$ cat src/rtl/bmu_modport.sv
// bmu_modport: registered bit-manipulation unit (AND/XOR/SLL/SRA) with CSR read forwarding.
// Define BMU_ZBB_EN to honour the zbb bit (ANDN/XNOR); otherwise zbb makes any issue illegal.
module bmu_modport #(
   parameter int WIDTH = 32
) (
   input  logic             clk,
   input  logic             rstL,
   input  logic             scanMode,
   input  logic             validIn,
   input  logic [4:0]       ap,
   input  logic             csrRenIn,
   input  logic [WIDTH-1:0] csrRdataIn,
   input  logic [WIDTH-1:0] aIn,
   input  logic [WIDTH-1:0] bIn,
   output logic [WIDTH-1:0] resultFf,
   output logic             error
);
   localparam int SW = $clog2(WIDTH);
   logic             zbb, land, lxor, sll, sra;
   logic             one_op, zbb_ok, legal;
   logic [SW-1:0]    shamt;
   logic [WIDTH-1:0] b_eff, op_result, result_nxt;
   assign {zbb, land, lxor, sll, sra} = ap;
   assign shamt  = bIn[SW-1:0];
   assign one_op = {land, lxor, sll, sra} inside {4'b1000, 4'b0100, 4'b0010, 4'b0001};
`ifdef BMU_ZBB_EN
   assign zbb_ok = !zbb || land || lxor;
   assign b_eff  = zbb ? ~bIn : bIn;
`else
   assign zbb_ok = !zbb;
   assign b_eff  = bIn;
`endif
   assign legal = validIn && !csrRenIn && one_op && zbb_ok;
   always_comb begin
      op_result  = land ? (aIn & b_eff) :
                   lxor ? (aIn ^ b_eff) :
                   sll  ? (aIn << shamt) :
                          $unsigned($signed(aIn) >>> shamt);
      // issue beats CSR read; idle holds unless scan forces the register to load zero
      result_nxt = validIn  ? (legal ? op_result : '0) :
                   csrRenIn ? csrRdataIn :
                   scanMode ? '0 : resultFf;
   end
   always_ff @(posedge clk or negedge rstL) begin
      if (!rstL) begin
         resultFf <= '0;
         error    <= 1'b0;
      end else begin
         resultFf <= result_nxt;
         error    <= validIn && !legal;
      end
   end
endmodule

$ cat config.mk
export PLATFORM = sky130hd
export DESIGN_NAME = bmu_modport
export DESIGN_NICKNAME = d
export VERILOG_FILES = /design/src/rtl/bmu_modport.sv
export SDC_FILE = /design/constraint.sdc
export NUM_CORES = 1
export LEC_CHECK = 0
export ABC_CLOCK_PERIOD_IN_PS = 1150
export CAP_MARGIN = 10
export CORE_MARGIN = 2
export CORE_UTILIZATION = 40
export CTS_BUF_LIST = sky130_fd_sc_hd__clkbuf_8 sky130_fd_sc_hd__clkbuf_16
export DETAILED_ROUTE_END_ITERATION = 6
export GPL_TIMING_DRIVEN = 0
export HOLD_SLACK_MARGIN = 0.15
export PLACE_DENSITY = 0.67
export SLEW_MARGIN = 20
export SYNTH_ARGS = -nofsm -noshare
export SYNTH_HDL_FRONTEND = slang
export SYNTH_SLANG_ARGS = --single-unit
export TNS_END_PERCENT = 10
$ cat constraint.sdc
create_clock -name clk -period 1.15 [get_ports clk]
set_input_delay 0.115 -clock clk [delete_from_list [all_inputs] [get_ports clk]]
set_output_delay 0.115 -clock clk [all_outputs]
set_load 0.005 [all_outputs]
==> out/metrics.yaml, run 1 <==
routing:
  remaining_drc_errors: 0
  via_per_inst: 7.604
  num_vias: 9133
  drt_iter0_drc: 1359
  drt_first_pass_iters: 6
  wire_per_inst_um: 38.22
  routed_wl_um: 45910
  drtAntennaViolNets: 0
run_status:
  violations: "setup timing"
  status: "finished with violations"
sta:
  fin_ws_ns: -0.6922
  finalSetupViolCount: 33
  period_needed_ns: 1.842
  rsz0062_at_grt: "yes"
  tightest_slew_ns: 0.7431
  timing.final.crit_share_pct: 160.2
  finClkSkew_ns: 0
  drv_slew: 0
  finalHoldViolCount: 0
  relSlewSlack_pct: 50.46
  fmax_mhz: 542.8
min_path:
  min_path_type: "in2async"
clock_network:
  cts_buffer_depth: 2
  cts_tree: "done"
  cts-root-buf: "clkbuf_16"
  clk-insertion-delay-late_ns: 0.28
  h-tree-depth: 2
  clkSinkCount: 33
  cts.clk_slew.worst_paths_ns: 0.06
  numCtsBuffers: 5
pwr:
  powerDensity_nw_per_um2: 685.1
  power.share.combinational_pct: 65.5
  p_sw_share_pct: 43.63
  p_switching_mw: 3.307
  p_clk_share_pct: 17.7
  leakage_nw: 4.308
  power.internal_mw: 4.273
  ir_drop_mv: 0.5519
  seq_power_share_pct: 16.7
critical_path:
  timing.rr.start: "resultFf[12]"
  cp_max_fo: 10
  critPathCaptureType: "register"
  critical_path_class: "in2reg"
  cp-startpoint: "aIn[24]"
  r2r_setup_slack_ns: -0.17
  r2r.worst_path.cells: 4
  arrival_ns: 2.01
  r2r-end: "resultFf[12]"
  crit_end: "resultFf[11]"
  crit_path_start_kind: "input port"
  crit_required_ns: 1.32
floorplan:
  rows: 48
  die-area_um2: 18960
  initial_utilization_pct: 41.06
  die_w_um: 137.7
  core_um2: 17420
  pin_count: 139
  dieHeight_um: 137.7
final_layout:
  nets: 1115
  final_common_cell: "mux4_2"
  layoutNonFillerInstCount: 1201
  final_cell_mix: "88 x mux4_2, 60 x clkdlybuf4s50_1, 55 x buf_4"
  area_growth_pct: 54.72
  final_util_pct: 63.52
  drive_above_1_share_pct: 43.34
  fin_area_um2: 11060
  antenna_cells: 0
logic_synthesis:
  ys_types: 72
  synth_cells: 763
  ys_ff_latch: 33
  async_reset_ff_share_pct: 100.0
  yosys_warnings: 0
  seq_area_frac_synth_pct: 11.55
  synth_area_um2: 7151
  synth_edf_count: 0
  ys.flop_type: "dfrtp_1"
  syn_nets: 903
  avgSynthCellArea_um2: 9.372
place:
  place_inst: 1127
  dp_slack_ns: -2.082
  portBuffers: 138
  place_congestion: 1.060
  dpl_cell_area_um2: 8956
  dp_hpwl_um: 33010
global_route:
  grt_max_degree: 26
  grt_use_total_pct: 48.47
  grt_pass1_wl_um: 63580
  grt-ovfl-total: 0
  grt_pass1_vias: 8586
  antenna_found_initial: 0
flow_run:
  drv_cap: 0
-- power by group through the flow --
| stage | Sequential, mW | Clock (mW) | Combinational (mW) |
|---|---|---|---|
| 2_1_floorplan | 1.29 | 0 | 2.01 |
| 3_3_place_gp | 1.29 | 0 | 3.70 |
| 3_5_place_dp | 1.29 | 0 | 3.68 |
| 4_1_cts | 1.27 | 1.34 | 4.59 |
| 5_1_grt | 1.27 | 1.40 | 5.02 |
| 6_report | 1.27 | 1.34 | 4.97 |
-- area by class of cell --
type,count,area (µm²)
inverter,8,43.79
clock inverter,3,13.76
sequential,33,825.8
clock buffer,5,125.1
multi-input combinational,620,6467
fill,1420,6354
tap,225,281.5
buffer,99,1266
timing repair buffer,208,2039
-- worst min-delay path by stage --
stage / startpoint / to / slack [ns] / cells after the start
4_1_cts: rstL / resultFf[6] / 0.25 / 2
6_report: rstL / resultFf[6] / 0.23 / 2
3_5_place_dp: rstL / resultFf[6] / 0.004 / 1
2_1_floorplan: rstL / error / -0.18 / 0
5_1_grt: rstL / resultFf[6] / 0.27 / 2
3_3_place_gp: resultFf[2] / resultFf[2] / 0.52 / 2
-- registers in the layout, summed over array words and instances (netlist names) --
register	count
resultFf	32
error	1
-- logic make-up (layout without fill, tap and decap cells) --
logic type	after synthesis	in the layout	synth area share, %
buf+inv	110	323	8.539
compound gates	232	232	22.83
fa+ha+maj	34	34	5.949
xor+xnor	1	1	0.1225
flops	33	33	11.55
mux	140	140	36.47
simple gates	213	213	14.54
-- cell usage after synthesis (all sizes together), types with 3 or more instances --
library cell	count	area share, %
a221o	4	0.56
nor4b	3	0.37
a31oi	11	0.96
clkbuf	58	3.5
a221oi	7	0.86
nor4	5	0.44
inv	6	0.31
dfrtp	33	12
a41oi	6	0.73
and3	3	0.26
o21a	4	0.42
nor3b	5	0.52
buf	44	4.7
a32oi	9	1.1
mux2	4	0.63
o21ai	50	3.5
o22a	4	0.49
or3	5	0.44
o211ai	17	1.8
o22ai	9	0.79
nand4	7	0.61
or2	5	0.44
a2111oi	3	0.45
mux4	90	29
nand3	20	1.4
and2	3	0.26
nor2	60	3.1
o311a	3	0.42
a222oi	8	1.1
mux2i	46	6.4
nor2b	8	0.70
ha	34	5.9
a211oi	9	1.0
nand2b	17	1.5
a21oi	32	2.2
nand2	52	2.7
a22oi	32	3.4
nor3	14	0.98
-- repair_timing --
item	in CTS	in global routing
setup buffers	53	4
hold endpoints to repair	33	0
setup endpoints to repair	66	33
pin swaps	39	17
cloned	11	0
resized for setup	538	59
hold buffers	1	0
-- metrics by stage --
stage	hold slack, ns	TNS [ns]	power [mW]
6_report	0.2347	-19.24	7.579
2_1_floorplan	-0.1806	-14.92	3.304
3_5_place_dp	0.003547	-60.38	4.971
4_1_cts	0.2475	-18.04	7.197
3_3_place_gp	0.5159	-91.81	4.987
5_1_grt	0.2714	-19.63	7.692
-- layer usage --
layer  routed length (µm)  GRT usage (%)  vias up
li1                     -              -     3522
met1                16600          63.18     4418
met2                19000          71.89      933
met3                 6666          14.05      260
met4                 3636          27.61        0
met5                    0              0        -
-- critical path, cell delays in order --
cell and delay, ns:
clkdlybuf4s15_2 0.26, clkbuf_8 0.20, mux2i_1 0.29, mux2i_2 0.16
mux4_2 0.53, a211oi_2 0.33, o21ai_1 0.11
Power figures use the tool's default switching activity.
==> run 2, diff against run 1 <==
Settings changed: ABC_AREA from default to 1, PLACE_DENSITY 0.67 to 0.69.
==> out/metrics.yaml, run 2 <==
logic_synthesis:
  async_reset_ff_share_pct: 100.0  # unchanged
  synth_edf_count: 0  # unchanged
  yosys_warnings: 0  # unchanged
  ys_types: 39  # -46%
  seq_area_frac_synth_pct: 13.83  # +2.3 points
  synth_common_cells: "336 x nand3_1, 330 x nand2_1, 76 x nor2_1, 50 x a21oi_1, 34 x ha_1"
  yosysTopAreaCell: "nand3_1"
  synth_top_cell_area_share_pct: 28.16  # +6.1 points
  avgSynthCellArea_um2: 5.623  # -40%
  syn_nets: 1202  # +33%
  ys.flop_type: "dfrtp_1"
  ys_ff_latch: 33  # unchanged
  synth_area_leaders: "nand3_1 28%, nand2_1 21%, dfrtp_1 14%"
  synth_cells: 1062  # +39%
  synth_area_um2: 5972  # -16%
  yosysMostFrequentCell: "nand3_1"
pwr:
  leakage_nw: 4.461  # +3.5%
  finalPower_mw: 6.781  # -11%
  ir_drop_mv: 0.5884  # +6.6%
  powerDensity_nw_per_um2: 732.9  # +7.0%
flow_run:
  drv_cap: 0  # unchanged
clock_network:
  clk-insertion-delay-late_ns: 0.30  # +0.02 ns
  cts.clk_slew.worst_paths_ns: 0.06  # about the same
  cts_tree: "done"
  numCtsBuffers: 5  # unchanged
  clkSinkCount: 33  # unchanged
  h-tree-depth: 2  # unchanged
  cts_buffer_depth: 2  # unchanged
  cts-root-buf: "clkbuf_16"
min_path:
  min_path_type: "in2reg"
global_route:
  grt-ovfl-total: 0  # unchanged
  grt_use_total_pct: 42.67  # -5.8 points
  met3_usage_pct: 12.96  # -1.1 points
  antenna_found_initial: 0  # unchanged
  gr-usage-met2_pct: 64.67  # -7.2 points
  use_met1_pct: 52.37  # -11 points
  grt_pass1_wl_um: 51180  # -20%
  grt_pass1_vias: 8558  # -0.33%
  grt_busiest_layer: "met2"
  grt_max_degree: 33  # +27%
critical_path:
  critPathCaptureType: "register"
  critical_path_class: "in2reg"
  crit_required_ns: 1.38  # +0.06 ns
  crit_path_start_kind: "input port"
  cp_max_fo: 4  # -6
  arrival_ns: 1.70  # -0.31 ns
final_layout:
  drive_above_1_share_pct: 28.62  # -15 points
  final_cell_mix: "280 x nand2_1, 256 x nand3_1, 80 x nand3_2"
  nets: 1383  # +24%
  final_common_cell: "nand2_1"
  layoutNonFillerInstCount: 1428  # +19%
  regMostFlops: "resultFf"
  fin_area_um2: 9253  # -16%
  area_growth_pct: 54.93
  antenna_cells: 0  # unchanged
  reg.largest.list: "resultFf (32), error (1)"
  largest_reg_flops: 32  # unchanged
run_status:
  status: "finished with violations"
  violations: "DRC, setup timing"
sta:
  fmax_mhz: 680.4  # +25%
  rsz0062_at_grt: "yes"
  timing.final.crit_share_pct: 127.8  # -32 points
  drv_slew: 0  # unchanged
  relSlewSlack_pct: 63.54  # +13 points
  period_needed_ns: 1.470  # -0.3725 ns
  fin_ws_ns: -0.3197  # +0.3725 ns
  tightest_slew_ns: 0.5469  # -0.1961 ns
  finalSetupViolCount: 32  # -3.0%
  fin_setup_tns_ns: -7.700  # +11.54 ns
  finClkSkew_ns: 0  # unchanged
  finalHoldViolCount: 0  # unchanged
place:
  place_congestion: 1.112  # +4.9%
  place_inst: 1385  # +23%
  dp_hpwl_um: 25900  # -22%
  dp_slack_ns: -1.392  # +0.6902 ns
  portBuffers: 138  # unchanged
  dpl_cell_area_um2: 7624  # -15%
floorplan:
  die_w_um: 126.2  # -8.4%
  dieHeight_um: 126.2  # -8.4%
  pin_count: 139  # unchanged
  core_um2: 14530  # -17%
  rows: 44  # -8.3%
  die-area_um2: 15920  # -16%
  initial_utilization_pct: 41.09  # about the same
routing:
  num_vias: 9097  # -0.39%
  wire_per_inst_um: 24.72  # -35%
  remaining_drc_errors: 27  # +27
  drt_iter0_drc: 1355  # -0.29%
  drtAntennaViolNets: 0  # unchanged
  routed_wl_um: 35310  # -23%
  drt_first_pass_iters: 7  # +1
  via_per_inst: 6.370  # -16%
==> run 2: cell types whose count changed after synthesis, sizes merged, moves of 10 or more <==
| cell | delta |
|---|---|
| clkbuf | -36 |
| a21oi | +20 |
| nor3 | -13 |
| nand3 | +324 |
| a31oi | -10 |
| a22oi | -32 |
| mux4 | -90 |
| inv | +16 |
| o21ai | -18 |
| buf | +10 |
| nand2b | -17 |
| mux2i | -46 |
| nand2 | +302 |
| nor2 | +17 |
==> run 2: report_power, final <==
group / leakage, nW / switching, mW / internal, mW / total, mW
combinational: 3.93 / 2.29 / 1.41 / 3.70
clock: 0.0938 / 0.573 / 1.24 / 1.81
sequential: 0.437 / 0.0394 / 1.23 / 1.27
==> run 2: what timing repair did <==
action                                  in CTS  in global routing
pin swaps                                   43                 40
endpoints found under the hold margin       33                  0
buffers inserted                            25                  5
hold buffers                                 2                  0
endpoints found under the setup margin      66                 33
resized for setup                          339                112
cloned                                       7                  0
==> run 2: stage by stage <==
step | hold WS [ns] | utilization, %
final | 0.2583 | 63.66
after floorplan | -0.1806 | -
after CTS | 0.2366 | 61.85
after detailed placement | -0.08508 | 52.45
after global routing | 0.2872 | 63.66
after global placement | 0.4804 | 52.35
==> run 2: layout make-up <==
| cell class | instances | area, µm² |
|---|---|---|
| multi-input cells | 930 | 5524 |
| fillers | 1391 | 5281 |
| repair buffers | 176 | 1679 |
| flip-flops and latches | 33 | 825.8 |
| plain buffers | 74 | 664.4 |
| well taps | 184 | 230.2 |
| inverters | 23 | 138.9 |
| clock buffers | 5 | 125.1 |
| clock inverters | 3 | 65.06 |
==> run 2: cell families (layout without fill, tap and decap cells) <==
kind of cell,Yosys count,count (layout),share of synthesized area (%)
compound gates,105,105,10.16
fa+ha+maj,34,34,7.123
flops,33,33,13.83
simple gates,791,791,60.30
buf+inv,99,281,8.590
==> run 2: worst paths after layout <==
| path | startpoint | endpoint | slack (ns) | cells after the start |
|---|---|---|---|---|
| worst max-delay path | aIn[22] | resultFf[20] | -0.32 | 11 |
| worst min-delay path | validIn | error | 0.26 | 3 |
| worst max register to register | resultFf[27] | resultFf[27] | 0.48 | 2 |
| worst min register to register | resultFf[31] | resultFf[31] | 0.49 | 2 |
| max in group asynchronous | rstL | resultFf[22] | 0.36 | 3 |
| min in group asynchronous | rstL | resultFf[31] | 0.31 | 3 |
==> run 2: per-layer routing <==
metal  vias up  part of all wire, %
met5         -                    0
met4         0                  8.6
met3       226                   14
met2       749                   42
met1      4129                   36
li1       3993                    -
==> run 2: worst max-delay path: stages <==
cell           delay [ns]
dlygate4sd2_1        0.47
nand2_4              0.14
nand3_2              0.12
nand3_2              0.14
nand3_2              0.12
nand2_2              0.10
o21ai_2              0.14
nand2_1              0.11
nand3_1              0.12
nand2_1              0.07
nand3_1              0.06
==> run 3, diff against run 2 <==
Settings changed: HOLD_SLACK_MARGIN 0.15 to default.
==> out/metrics.yaml, run 3 (same netlist as run 2, synthesis figures left out) <==
sta:
  fin_setup_tns_ns: -7.696  # +0.004040 ns
  finClkSkew_ns: 0  # unchanged
  finalHoldViolCount: 0  # unchanged
  fin_ws_ns: -0.3226  # -0.002916 ns
  timing.final.crit_share_pct: 128.0  # +0.25 points
  relSlewSlack_pct: 63.48  # about the same
  period_needed_ns: 1.473  # +0.002916 ns
  rsz0062_at_grt: "yes"
  finalSetupViolCount: 32  # unchanged
  tightest_slew_ns: 0.5478  # +0.0008039 ns
  drv_slew: 0  # unchanged
  fmax_mhz: 679.1  # -0.20%
clock_network:
  cts-root-buf: "clkbuf_16"
  clkSinkCount: 33  # unchanged
  h-tree-depth: 2  # unchanged
  cts_buffer_depth: 2  # unchanged
  numCtsBuffers: 5  # unchanged
  cts.clk_slew.worst_paths_ns: 0.06  # about the same
  clk-insertion-delay-late_ns: 0.30  # about the same
  cts_tree: "done"
global_route:
  antenna_found_initial: 0  # unchanged
  grt_max_degree: 33  # unchanged
  grt_pass1_vias: 8547  # -0.13%
  grt-ovfl-total: 0  # unchanged
  grt_use_total_pct: 42.66  # about the same
  grt_pass1_wl_um: 51150  # about the same
final_layout:
  regMostFlops: "resultFf"
  final_util_pct: 63.59  # -0.069 points
  drive_above_1_share_pct: 28.64  # about the same
  fillers: 1392  # +0.072%
  largest_reg_flops: 32  # unchanged
  final_cell_mix: "280 x nand2_1, 256 x nand3_1, 80 x nand3_2"
  reg.largest.list: "resultFf (32), error (1)"
  multiInputGateArea_um2: 5524  # unchanged
  nets: 1382  # -0.072%
  seqCellArea_um2: 825.8  # unchanged
  area_growth_pct: 54.77
  antenna_cells: 0  # unchanged
  final_common_cell: "nand2_1"
pwr:
  finalPower_mw: 6.774  # -0.11%
  leakage_nw: 4.457  # about the same
  ir_drop_mv: 0.5908  # +0.42%
  powerDensity_nw_per_um2: 732.9  # about the same
place:
  place_congestion: 1.112  # unchanged
  dp_hpwl_um: 25900  # unchanged
  portBuffers: 138  # unchanged
floorplan:
  pin_count: 139  # unchanged
  die_w_um: 126.2  # unchanged
  die-area_um2: 15920  # unchanged
  core_um2: 14530  # unchanged
  rows: 44  # unchanged
  dieHeight_um: 126.2  # unchanged
  initial_utilization_pct: 41.09  # unchanged
critical_path:
  crit_path_start_kind: "input port"
  crit_required_ns: 1.38  # about the same
  cp_max_fo: 4  # unchanged
  critical_path_class: "in2reg"
  critPathCaptureType: "register"
  arrival_ns: 1.71  # about the same
run_status:
  violations: "DRC, setup timing"
  status: "finished with violations"
routing:
  drt_iter0_drc: 1350  # -0.37%
  drt_first_pass_iters: 7  # unchanged
  wire_per_inst_um: 24.65  # -0.28%
  remaining_drc_errors: 9  # -67%
  num_vias: 9082  # -0.16%
  drtAntennaViolNets: 0  # unchanged
  via_per_inst: 6.364  # about the same
  routed_wl_um: 35180  # -0.35%
min_path:
  min_path_type: "in2async"
flow_run:
  drv_cap: 0  # unchanged
## run 3: changes by cell type in the layout (fill, tap and decap cells not counted), sizes merged
cell         previous run  this run
dlygate4sd3             2         1
## run 3: stage by stage
stage / cells / area, µm² / hold slack (ns) / setup slack, ns
floorplan: 1062 / 5997 / -0.1806 / -0.1794
global placement: 1384 / 7609 / 0.4804 / -1.402
detailed placement: 1385 / 7624 / -0.08508 / -1.392
CTS: 1425 / 8979 / 0.1352 / -0.3135
global route: 1427 / 9243 / 0.1359 / -0.3466
finish: 1427 / 9243 / 0.1371 / -0.3226
## run 3: area by class of cell
type,instances,area share (%)
sequential,33,8.935
timing repair buffer,175,18.06
inverter,23,1.503
clock buffer,5,1.354
tap,184,2.491
multi-input combinational,930,59.77
buffer,74,7.188
clock inverter,3,0.7039
## run 3: worst paths after layout
check	from	end	slack (ns)	depth (start not counted)
max in group asynchronous	rstL	resultFf[17]	0.65	3
min in group clk	validIn	error	0.26	3
worst max register to register	resultFf[27]	resultFf[27]	0.48	2
worst min register to register	resultFf[31]	resultFf[31]	0.49	2
worst max-delay path	aIn[22]	resultFf[20]	-0.32	11
worst min-delay path	rstL	resultFf[22]	0.14	2
## run 3: per-layer routing
layer | track usage, % | share of wire, % | up-vias
met5 | 0 | 0 | -
met4 | 27.80 | 8.5 | 0
met3 | 12.96 | 13 | 212
met2 | 64.61 | 42 | 746
met1 | 52.37 | 36 | 4136
li1 | - | - | 3988
## run 3: power breakdown
part	internal (mW)	total [mW]	switching [mW]	leakage [nW]
combinational	1.41	3.69	2.28	3.93
clock	1.24	1.81	0.573	0.0938
sequential	1.23	1.27	0.0395	0.437
## run 3: critical path, stage by stage
cell	delay, ns
dlygate4sd2_1	0.48
nand2_4	0.14
nand3_2	0.12
nand3_2	0.14
nand3_2	0.12
nand2_2	0.10
o21ai_2	0.14
nand2_1	0.10
nand3_1	0.12
nand2_1	0.07
nand3_1	0.06
## run 3: timing repair
item	in CTS	in global routing
setup buffers	25	5
endpoints found under the setup margin	66	33
gates cloned	7	0
pin swaps	43	40
hold buffers	1	0
endpoints found under the hold margin	33	0
resized for setup	339	112
